[src/rtl/mul_share_arbiter_pkg.sv]
// ----------------------------------------------------------------------------
// mul_share_arbiter_pkg
// Shared definitions for the multiplier-sharing arbiter slice:
//   - OP_W    : operand width fed into the shared multiplier (4)
//   - PROD_W  : product width, wide enough for 15*15 without truncation (8)
//   - state_t : arbiter FSM encoding (IDLE=0, MUL=1, HOLD=2)
// Configuration macro used by this slice: MUL_ARB_RR_EN
// ----------------------------------------------------------------------------
package mul_share_arbiter_pkg;

    localparam int OP_W   = 4;
    localparam int PROD_W = 8;

    typedef enum logic [1:0] {
        IDLE = 2'd0,
        MUL  = 2'd1,
        HOLD = 2'd2
    } state_t;

endpackage

[src/rtl/Multiplier.sv]
// ----------------------------------------------------------------------------
// Multiplier
// The lab's existing combinational 4x4 unsigned multiplier datapath.
// Ports:
//   a, b : 4-bit unsigned operands
//   p    : 8-bit unsigned product a*b
// ----------------------------------------------------------------------------
module Multiplier (
    input  logic [3:0] a,
    input  logic [3:0] b,
    output logic [7:0] p
);

    // Zero-extend both operands first so the product keeps all eight bits.
    assign p = {4'd0, a} * {4'd0, b};

endmodule

[src/rtl/mul_rr_arbiter.sv]
// ----------------------------------------------------------------------------
// mul_rr_arbiter
// Combinational grant select for the multiplier-sharing arbiter.
// Configuration macro: MUL_ARB_RR_EN
//   defined   : round-robin search starting one past the last grant; this
//               module then owns the pointer register (reset to N_REQ-1)
//   undefined : fixed priority, lowest valid index wins, no pointer built
// Ports:
//   clk, rst_n : clock / async active-low reset (round-robin build only)
//   advance    : a grant is being taken this cycle (round-robin build only)
//   req_valid  : per-requester valid
//   any_valid  : at least one requester is valid
//   grant      : one-hot grant (all zero when nothing is valid)
//   grant_idx  : index of the granted requester
// ----------------------------------------------------------------------------
module mul_rr_arbiter #(
    parameter int N_REQ = 4,
    parameter int ID_W  = $clog2(N_REQ)
) (
`ifdef MUL_ARB_RR_EN
    input  logic             clk,
    input  logic             rst_n,
    input  logic             advance,
`endif
    input  logic [N_REQ-1:0] req_valid,
    output logic             any_valid,
    output logic [N_REQ-1:0] grant,
    output logic [ID_W-1:0]  grant_idx
);

`ifdef MUL_ARB_RR_EN
    logic [ID_W-1:0] ptr;

    // The pointer remembers the last granted requester so the next search
    // begins just after it; resetting to N_REQ-1 makes requester 0 first.
    always_ff @(posedge clk or negedge rst_n) begin
        if (!rst_n) begin
            ptr <= ID_W'(N_REQ - 1);
        end else if (advance) begin
            ptr <= grant_idx;
        end
    end

    // Walk the requesters starting at ptr+1, wrapping modulo N_REQ, and take
    // the first valid one. Works for non-power-of-two N_REQ as well.
    always_comb begin
        int idx;
        idx       = 0;
        any_valid = 1'b0;
        grant_idx = '0;
        for (int k = 1; k <= N_REQ; k++) begin
            idx = (int'(ptr) + k) % N_REQ;
            if (!any_valid && req_valid[idx]) begin
                any_valid = 1'b1;
                grant_idx = ID_W'(idx);
            end
        end
        grant = any_valid ? (N_REQ'(1) << grant_idx) : '0;
    end
`else
    // Scan from the top down so the lowest valid index is the last writer
    // and therefore wins.
    always_comb begin
        any_valid = 1'b0;
        grant_idx = '0;
        for (int i = N_REQ - 1; i >= 0; i--) begin
            if (req_valid[i]) begin
                any_valid = 1'b1;
                grant_idx = ID_W'(i);
            end
        end
        grant = any_valid ? (N_REQ'(1) << grant_idx) : '0;
    end
`endif

endmodule

[src/rtl/mul_share_arbiter.sv]
// ----------------------------------------------------------------------------
// mul_share_arbiter
// Time-shares one 4x4 Multiplier among N_REQ requesters. A requester is
// granted in IDLE, its operands are registered, the product is captured in
// MUL, and the tagged result is held in HOLD until the consumer accepts it.
// Configuration macro: MUL_ARB_RR_EN (round-robin vs. fixed priority).
// Ports:
//   clk, rst_n : clock / async active-low reset
//   req_valid  : per-requester operand valid
//   req_ready  : per-requester accept, at most one bit high, IDLE only
//   req_a/b    : packed 4-bit operands, requester i at [4i+3:4i]
//   res_valid  : result held and valid
//   res_ready  : consumer accepts the result
//   res_p      : 8-bit unsigned product
//   res_id     : index of the requester that produced res_p
// ----------------------------------------------------------------------------
module mul_share_arbiter
    import mul_share_arbiter_pkg::*;
#(
    parameter  int N_REQ = 4,
    localparam int ID_W  = $clog2(N_REQ)
) (
    input  logic               clk,
    input  logic               rst_n,
    input  logic [N_REQ-1:0]   req_valid,
    output logic [N_REQ-1:0]   req_ready,
    input  logic [4*N_REQ-1:0] req_a,
    input  logic [4*N_REQ-1:0] req_b,
    output logic               res_valid,
    input  logic               res_ready,
    output logic [PROD_W-1:0]  res_p,
    output logic [ID_W-1:0]    res_id
);

    state_t             state;
    logic [OP_W-1:0]    op_a;
    logic [OP_W-1:0]    op_b;
    logic [ID_W-1:0]    id_q;
    logic [PROD_W-1:0]  product;
    logic               any_valid;
    logic [N_REQ-1:0]   grant;
    logic [ID_W-1:0]    grant_idx;
    logic               advance;
    logic [OP_W-1:0]    sel_a;
    logic [OP_W-1:0]    sel_b;

    // A handshake only happens in IDLE; everywhere else all readies are low.
    assign advance   = (state == IDLE) && any_valid;
    assign req_ready = advance ? grant : '0;
    assign sel_a     = req_a[int'(grant_idx)*OP_W +: OP_W];
    assign sel_b     = req_b[int'(grant_idx)*OP_W +: OP_W];

    mul_rr_arbiter #(
        .N_REQ     (N_REQ),
        .ID_W      (ID_W)
    ) u_arb (
`ifdef MUL_ARB_RR_EN
        .clk       (clk),
        .rst_n     (rst_n),
        .advance   (advance),
`endif
        .req_valid (req_valid),
        .any_valid (any_valid),
        .grant     (grant),
        .grant_idx (grant_idx)
    );

    Multiplier u_mul (
        .a (op_a),
        .b (op_b),
        .p (product)
    );

    // Main FSM: IDLE latches the granted operands and tag, MUL captures the
    // product into the output register, HOLD keeps the result steady until
    // the consumer takes it. Returning to IDLE costs one cycle, so a new
    // grant is never taken in the same cycle the result is accepted.
    always_ff @(posedge clk or negedge rst_n) begin
        if (!rst_n) begin
            state     <= IDLE;
            op_a      <= '0;
            op_b      <= '0;
            id_q      <= '0;
            res_p     <= '0;
            res_id    <= '0;
            res_valid <= 1'b0;
        end else begin
            case (state)
                IDLE: begin
                    if (any_valid) begin
                        op_a  <= sel_a;
                        op_b  <= sel_b;
                        id_q  <= grant_idx;
                        state <= MUL;
                    end
                end
                MUL: begin
                    res_p     <= product;
                    res_id    <= id_q;
                    res_valid <= 1'b1;
                    state     <= HOLD;
                end
                HOLD: begin
                    if (res_ready) begin
                        res_valid <= 1'b0;
                        state     <= IDLE;
                    end
                end
                default: begin
                    res_valid <= 1'b0;
                    state     <= IDLE;
                end
            endcase
        end
    end

endmodule

[config.mk]
export PLATFORM = sky130hd
export DESIGN_NAME = mul_share_arbiter
export DESIGN_NICKNAME = d
export VERILOG_FILES = /design/src/rtl/mul_share_arbiter_pkg.sv /design/src/rtl/Multiplier.sv /design/src/rtl/mul_rr_arbiter.sv /design/src/rtl/mul_share_arbiter.sv
export SDC_FILE = /design/constraint.sdc
export NUM_CORES = 1
export LEC_CHECK = 0
export CORE_MARGIN = 3
export CORE_UTILIZATION = 40
export DETAILED_ROUTE_END_ITERATION = 8
export PLACE_DENSITY = 0.78
export REMOVE_ABC_BUFFERS = 1
export SLEW_MARGIN = 20
export SYNTH_ARGS = -nofsm -noshare
export SYNTH_HDL_FRONTEND = slang
export SYNTH_SLANG_ARGS = --single-unit
[constraint.sdc]
create_clock -name clk -period 3.1 [get_ports clk]
set_clock_uncertainty 0.2 [all_clocks]
set_input_delay 0.62 -clock clk [delete_from_list [all_inputs] [get_ports clk]]
set_output_delay 0.62 -clock clk [all_outputs]
set_load 0.01 [all_outputs]
# Word level (Yosys, flattened, before mapping)
# Cells that the tools add are included.
# totals
mem_bits_ro	0
output_inout_bits	15
latchBits	0
memories	0
ram_bits	0
register_bits	23
word_cells	36
# op_classes
eq_ne	4
order_cmp	0
n_div	0
addsub	0
n_bitwise	1
n_mux	15
n_reduce_logical	5
n_mul	1
shift	3
# op_table
cell	count
variable part select 16 x 5 -> 4 bit	2
two-way mux 2 bit	6
multiplier 4 x 4 -> 8 bit	1
two-way mux 4 bit	2
case mux 2 bit (3 select lines)	1
AND reduction 2 bit	3
two-way mux 1 bit	5
inequality test 2 bit, second input constant	2
left shift 1 x 2 -> 4 bit, first input constant	1
case mux 1 bit (3 select lines)	1
== test 2 x 1 -> 1 bit, second input constant	1
== test 2 bit, second input constant	1
logical NOT 2 bit	1
logical AND 1 bit	1
NOT 1 bit	1

# Longest topological paths before layout
# depth
word_depth	7
ltp_mapped	10
ltp_nobuf	10

# Modules after synthesis
# From an unflattened synthesis, not the netlist that was laid out.
# hier_totals
cells_unflattened	127
area_unflattened_um2	1640.3
# modules_own_cells
module	cells_per_inst	area_per_inst_um2	n_inst	seq_area_each_um2
mul_share_arbiter	65	1126.1	1	575.6
Multiplier	51	464.2	1	0.0
mul_rr_arbiter	11	50.0	1	0.0

# Worst setup path after synthesis
# No wires, ideal clock.
# synth_path
path_kind	reg-to-reg
start	reg op_b[3]
end	reg res_p[6]
stages_incl_launch_ff	11
arrival_time_ns	2.503
n_path_buf	0
t_required_ns	2.805
path_slack_ns	0.301
cell_sequence	dfrtp_1 nand2_1 fa_1 inv_1 fa_1 inv_1 fa_1 nor2b_1 o21a_1 nor3_1 o31ai_1
# synth_between
elab_chain_len	1
# synth_lines
item	line_no	text
from (decl)	mul_share_arbiter.sv:37	logic [OP_W-1:0] op_b;
from (signal assigned)	mul_share_arbiter.sv:92	op_b <= sel_b;
multiplier 4 x 4 -> 8 bit	Multiplier.sv:15	assign p = {4'd0, a} * {4'd0, b};
to (signal assigned)	mul_share_arbiter.sv:98	res_p <= product;
to (decl)	mul_share_arbiter.sv:31	output logic [PROD_W-1:0] res_p,
# No other way between the ends.
# A chain may end at the register's enable or synchronous reset.

# Worst setup path in the final report
# Same ends and word-level chain as after synthesis.

==> impl_metrics.py <==
metrics = {
    "setup_path": {
        "critical_path_arrival_ps": 2860,
        "timing_worst_setup_path_type": "reg2reg",
        "critical-path-slowest-cell": "sky130_fd_sc_hd__fa_1",
        "critical-path-top-delay-family": "adder cells",
        "r2r_cells": 10,
        "max_stage_delay_ps": 530,
        "critPathCaptureType": "register",
        "worstPathCellList": "nand2_2 > fa_1 > inv_1 > fa_1 > inv_1 > fa_2 > nor2b_1 > o21a_1 > nor3_1 > o31ai_1",
        "worst-path-max-fanout": 5,
        "crit_path_buffers_inverters": 2,
        "critical_path_required_ps": 3070,
        "regToRegSetupSlack_ps": 210,
        "endpoint_of_the_most_critical_register_to_register_path": "res_p[6]",
        "regToRegStartpoint": "op_b[3]",
        "crit_path_start_kind": "register",
    },
    "route": {
        "route.final.wire_length_mm": 3.65,
        "avgRoutedWirePerCell_um": 12.8,
        "drcViolationCount": 0,
        "via_count": 1468,
        "route.detailed.vias_per_inst": 5.15,
        "detailedRoute.firstPassIterationCount": 4,
        "antenna_left": 0,
        "drt_iter0_drc": 30,
    },
    "global_routing": {
        "grt_use_total": 0.160,
        "grt_max_degree": 26,
        "grt_antenna_before_repair": 0,
        "grt_pass1_vias": 1480,
        "grt_overflow_total": 0,
        "global_route_wire_length_before_repair_mm": 6.40,
    },
    "floorplan": {
        "io_pins": 54,
        "placement_rows": 22,
        "die-area_sq_mm": 0.00496,
        "die_width_um": 70.4,
        "floorplan.core_area_sq_mm": 0.00383,
        "initial_core_utilization": 0.434,
        "die_span_in_y_um": 70.4,
    },
    "sta": {
        "report.final.hold_viol_count": 0,
        "maxSlewHeadroom": 0.636,
        "setup_violations": 0,
        "slew_violations": 0,
        "setup_tns_ps": 0,
        "timing.final.ws_setup_ps": 213,
        "finalWorstPathRequiredPeriod_ps": 2890,
        "hold_slack_ps": 277,
        "tightestPinTransition_ps": 546,
        "timing.final.crit_share": 0.931,
        "setup_repair_after_global_routing_missed_its_margin": "false",
        "clock.fmax_mhz": 346,
    },
    "final_layout": {
        "nFillCells": 350,
        "area.sequential_sq_um": 576,
        "multi_input_comb_area_sq_mm": 0.00101,
        "layout.core_utilization": 0.603,
        "layout_area_growth_over_synthesis_pct": 39.0,
        "share_of_cells_above_drive_strength_1": 0.105,
        "num_antenna_cells": 0,
        "design.final.nets": 293,
    },
    "synth": {
        "synth.cell_area_sq_mm": 0.00166,
        "synth-warning-count": 0,
        "postSynthAreaPerCell_sq_um": 9.12,
        "synth.lib_cells_used.distinct": 31,
        "synth_seq_area_share": 0.347,
        "synth_largest_type_area_fraction": 0.347,
        "ys_seq_elements": 23,
        "synthTopCellsByArea": "sky130_fd_sc_hd__dfrtp_1, sky130_fd_sc_hd__nand2_1, sky130_fd_sc_hd__ha_1",
        "syn-instance-count": 182,
        "synth_largest_area_cell": "sky130_fd_sc_hd__dfrtp_1",
    },
    "power_and_ir_drop": {
        "power.ir.vdd_worst_mv": 0.306,
        "pwr_density_cell_mw_per_mm2": 792,
        "power.static_leakage_nw": 1.03,
        "power_w": 0.00183,
    },
    "cts": {
        "tritoncts": "built",
        "cts_hold_buffers": 0,
        "numCtsBuffers": 3,
        "clk_latency_ps": 270,
        "clk_transition_reported_paths_ps": 80,
        "clock-sinks": 23,
        "cts_root_buffer": "sky130_fd_sc_hd__clkbuf_8",
        "clock_tree.htree_level_count": 1,
        "post_cts_buffers": 0,
        "cts.path.max_buffers": 2,
    },
    "hold_path": {
        "hold_path_depth": 2,
        "min_delay_worst_endpoint": "res_p[4]",
        "timing.hold.worst.class": "reg2reg",
        "hold_path_start": "res_p[4]",
    },
    "place": {
        "gp_congestion": 0.782,
        "dpl_worst_slack_ps": 7.75,
        "buffer_ports.inserted": 53,
        "detailedPlacementHpwl_mm": 2.94,
    },
    "run": {
        "cap_violations": 0,
    },
    "run_status": {
        "run_status": "complete, no violations",
    },
}
## routing by layer
| layer | track usage | vias up | part of all wire |
|---|---|---|---|
| met3 | 0.0360 | 7 | 0.078 |
| met4 | 0.0766 | 0 | 0.025 |
| li1 | - | 751 | - |
| met2 | 0.262 | 59 | 0.45 |
| met1 | 0.197 | 651 | 0.45 |
| met5 | 0 | - | 0 |
## cells in the final DEF (no fill, tap or decap), drive strengths merged, types with 2 or more instances in the layout
cell type,instances
a21o,2
a21oi,4
a22oi,10
a2bb2oi,6
and2,12
buf,7
clkbuf,3
clkdlybuf4s50,52
dfrtp,23
fa,4
ha,12
inv,9
mux2,8
nand2,41
nor2,5
nor2b,4
nor3,4
o21a,5
o21ai,5
o221ai,8
o31ai,2
xor2,2
## how the worst max path moves through the flow
| stage | to | slack [ps] | depth (start not counted) | start |
|---|---|---|---|---|
| after floorplan | res_p[6] | 300 | 10 | op_b[3] |
| after global placement | req_ready[3] | 70 | 4 | req_valid[2] |
| after detailed placement | req_ready[3] | 8 | 4 | req_valid[2] |
| after CTS | res_p[6] | 30 | 10 | op_b[3] |
| after global routing | res_p[6] | 50 | 10 | op_a[0] |
| final | res_p[6] | 210 | 10 | op_b[3] |
## report_power, final
group          switching, W  total [W]  internal [W]  leakage, nW
Combinational      0.000501    0.00106      0.000555        0.726
Sequential         0.000137   0.000582      0.000445        0.285
Clock             0.0000993   0.000190     0.0000911       0.0217
## through the flow
stage | instance area, sq um | std cells
after floorplan | 1610 | 173
after global placement | 2260 | 281
after detailed placement | 2260 | 281
after CTS | 2300 | 285
after global routing | 2310 | 285
final | 2310 | 285
## synth_stat cells, drive strengths merged
library cell,n
o221ai,8
nor4b,1
o31ai,2
buf,7
nor3,4
nand3,1
o21ai,5
and2,12
nand2,41
nor2b,4
nand4,1
ha,12
nor4,1
o21a,5
nor2,5
a22oi,10
or2,1
mux2,8
inv,9
a21o,2
a21oi,4
nand2b,1
clkbuf,2
and3,1
dfrtp,23
xor2,2
fa,4
a2bb2oi,6
## worst reg2reg max path, delay by kind of cell, from the launching register on
kind / cells / cell delay, ps
DFF: 1 / 430
adders and majority gates: 3 / 1400
AOI/OAI and AO/OA: 2 / 390
buffers and inverters: 2 / 110
and+or+nand+nor: 3 / 260
## final cells by class
cell class                      instances  share of cell area
Multi-Input combinational cell        141               0.437
Timing Repair Buffer                   60               0.252
Sequential cell                        23               0.249
Tap cell                               48              0.0260
Clock buffer                            3              0.0179
Inverter                                9              0.0146
Clock inverter                          1             0.00325
## flip-flops by register name (all words and copies together) (netlist names)
signal,cells
op_b,4
op_a,4
res_valid,1
id_q,2
state,2
res_id,2
res_p,8
## kinds of logic after synthesis
kind of cell / after synthesis / synth area share
and+or+nand+nor: 73 / 0.214
AOI/OAI and AO/OA: 42 / 0.187
DFF: 23 / 0.347
buffers and inverters: 18 / 0.0490
adders and majority gates: 16 / 0.139
muxes: 8 / 0.0543
xor gates and xnor gates: 2 / 0.0106
## repair_timing
action | in CTS | in global routing
resized for setup | 1 | 2
pin swaps | 0 | 4
endpoints found under the setup margin | 1 | 1
Power figures use the tool's default switching activity.
==> patch (config.mk and constraints unchanged) <==
`N_REQ` is set to 4 in 2 places; all go to 8.
--- a/src/rtl/mul_rr_arbiter.sv
+++ b/src/rtl/mul_rr_arbiter.sv
@@ -14,7 +14,7 @@
 //   grant_idx  : index of the granted requester
 // ----------------------------------------------------------------------------
 module mul_rr_arbiter #(
-    parameter int N_REQ = 4,
+    parameter int N_REQ = 8,
     parameter int ID_W  = $clog2(N_REQ)
 ) (
 `ifdef MUL_ARB_RR_EN
--- a/src/rtl/mul_share_arbiter.sv
+++ b/src/rtl/mul_share_arbiter.sv
@@ -17,7 +17,7 @@
 module mul_share_arbiter
     import mul_share_arbiter_pkg::*;
 #(
-    parameter  int N_REQ = 4,
+    parameter  int N_REQ = 8,
     localparam int ID_W  = $clog2(N_REQ)
 ) (
     input  logic               clk,
Ports: changed (5 resized); port bits go from 54 to 95. No check against the original RTL was run, so the function may have changed too.
==> patch against the original RTL <==
  * Clock power is 7% higher
  * Synthesized cell count is 27% higher
  * Largest power group unchanged
  * Worst setup slack worse by 0.15 ns
  * Design area is 53% higher
  * First-iteration DRC count is 140% higher
  * Synthesized area is 33% higher
  * Routed wire length is 88% higher
  * Die area is 30% higher
  * Final cell count is 52% higher
  * Largest cell class unchanged
  * Sequential cell count is 2 higher
  * Total power is 42% higher
==> patch: results (changes against the original RTL) <==
leakage = 1.62 nW (+57%)
Slowest cell on crit path = mux2_1
first-iteration detailed-routing DRC count = 73 (+140%)
WL final = 6.86 mm (+88%)
Setup WS pre-CTS = -0.283 ns (-0.290 ns)
CP endpoint = op_b[2]$_DFFE_PN0P_
Vias = 2315 (+58%)
Num CTS Buffers = 3 (unchanged)
H-tree Lvls = 1 (unchanged)
post-synth cell types = 53 (+71%)
cell family with most CP delay = buffers and inverters
max incr delay on CP = 0.33 ns (-0.20 ns)
RR Startpoint = op_a[0]$_DFFE_PN0P_
first-pass GRT wire length = 11.2 mm (+75%)
fraction of layout cells with a size suffix above 1 = 22.4% (+12 points)
Initial Util = 42.2% (-1.2 points)
ys async rst share = 100% (unchanged)
setup slack, reg-to-reg = 0.10 ns (-0.11 ns)
filler instances = 418 (+19%)
RR Endpoint = res_p[7]$_DFFE_PN0P_
Total GRT Usage = 21.9% (+5.9 points)
Clock transition at path regs = 0.09 ns
Worst EP arrival = 3.00 ns (+0.14 ns)
Largest regs = res_p (8), op_a (4), op_b (4)
Seq/Total Area, Yosys = 28.3% (-6.3 points)
I/O Buffers = 94 (+77%)
synth top area cells = dfrtp_1 28%, ha_1 6.8%, nand2_1 5.1%, and2_1 3.7%, fa_1 3.6%
VDD IR max = 382 uV (+25%)
relative slew slack = 64.1% (+0.44 points)
HPWL Detailed = 5.60 mm (+90%)
Period minus WS final = 3.04 ns (+0.152 ns)
clk_lat worst skew = 0.28 ns
antenna diode count = 0 (unchanged)
CP max FO = 9 (+4)
Hold Path Class = flop to flop
status = finished clean
nets = 454 (+55%)
Post-synth top cells = 30 x nand2_1, 25 x dfrtp_1, 17 x nor2_1
number of global-route vias before repair = 2443 (+65%)
critical path startpoint = req_valid[3]
Placer Congestion = 0.888 (+14%)
## patch: cell types whose count changed in the layout (fill, tap and decap cells not counted), moves of 10 or more
cell / change
a22oi_1: -10
buf_4: +33
clkdlybuf4s50_1: +29
dlygate4sd2_1: +11
nand2_1: -11
nor2_1: +11
## patch: per-stage QoR
step | total power [mW] | area [um2] | instances
floorplan | 1.72 | 2150 | 223
global placement | 2.27 | 3370 | 413
detailed placement | 2.32 | 3370 | 413
CTS | 2.54 | 3500 | 429
global route | 2.85 | 3540 | 432
finish | 2.59 | 3540 | 432
## patch: worst min path at each step
| stage | endpoint | start | slack, ns |
|---|---|---|---|
| finish | res_p[3]$_DFFE_PN0P_ | res_p[3]$_DFFE_PN0P_ | 0.28 |
| global route | res_p[3]$_DFFE_PN0P_ | res_p[3]$_DFFE_PN0P_ | 0.31 |
| CTS | res_id[1]$_DFFE_PN0P_ | id_q[1]$_DFFE_PN0P_ | 0.28 |
| detailed placement | res_id[1]$_DFFE_PN0P_ | id_q[1]$_DFFE_PN0P_ | 0.26 |
| global placement | res_id[1]$_DFFE_PN0P_ | id_q[1]$_DFFE_PN0P_ | 0.25 |
| floorplan | id_q[0]$_DFFE_PN0P_ | rst_n | 0.12 |
## patch: cells by family after synthesis
kind of cell               share of synthesized area (%)
and+or+nand+nor                                     24.1
AOI/OAI and AO/OA                                   23.2
DFF                                                 28.3
buffers and inverters                               4.48
muxes                                               8.33
adders and majority gates                           10.4
xor gates and xnor gates                            1.19
## patch: final cells by class
class | count | area, um2 | share of cell area (%)
clock inverter | 1 | 7.51 | 0.212
tap | 70 | 87.6 | 2.48
sequential | 25 | 626 | 17.7
timing repair buffer | 135 | 1240 | 35.1
inverter | 11 | 41.3 | 1.17
multi-input combinational | 187 | 1490 | 42.2
clock buffer | 3 | 41.3 | 1.17
## patch: layer usage
layer / wire length [um] / GRT usage (%) / vias to the layer above
met5: 0 / 0 / -
met4: 138 / 6.59 / 0
met3: 589 / 6.28 / 17
met2: 3490 / 40.0 / 102
met1: 2640 / 24.4 / 1082
li1: - / - / 1114
## patch: timing repair
action	CTS	global route
endpoints found under the setup margin	6	6
buffers inserted	12	3
resized for setup	13	4
pin swaps	3	4
## patch: worst register-to-register path: cells and delay by family, from the launching register on
kind | cells | cell delay, ns
adders and majority gates | 3 | 1.28
and+or+nand+nor | 3 | 0.70
DFF | 1 | 0.38
buffers and inverters | 1 | 0.05
AOI/OAI and AO/OA | 3 | 0.31
## patch: power breakdown
part | internal [mW] | total, mW | switching, mW
Combinational | 0.966 | 1.80 | 0.839
Clock | 0.0915 | 0.203 | 0.112
Sequential | 0.483 | 0.584 | 0.101
Total | 1.54 | 2.59 | 1.05
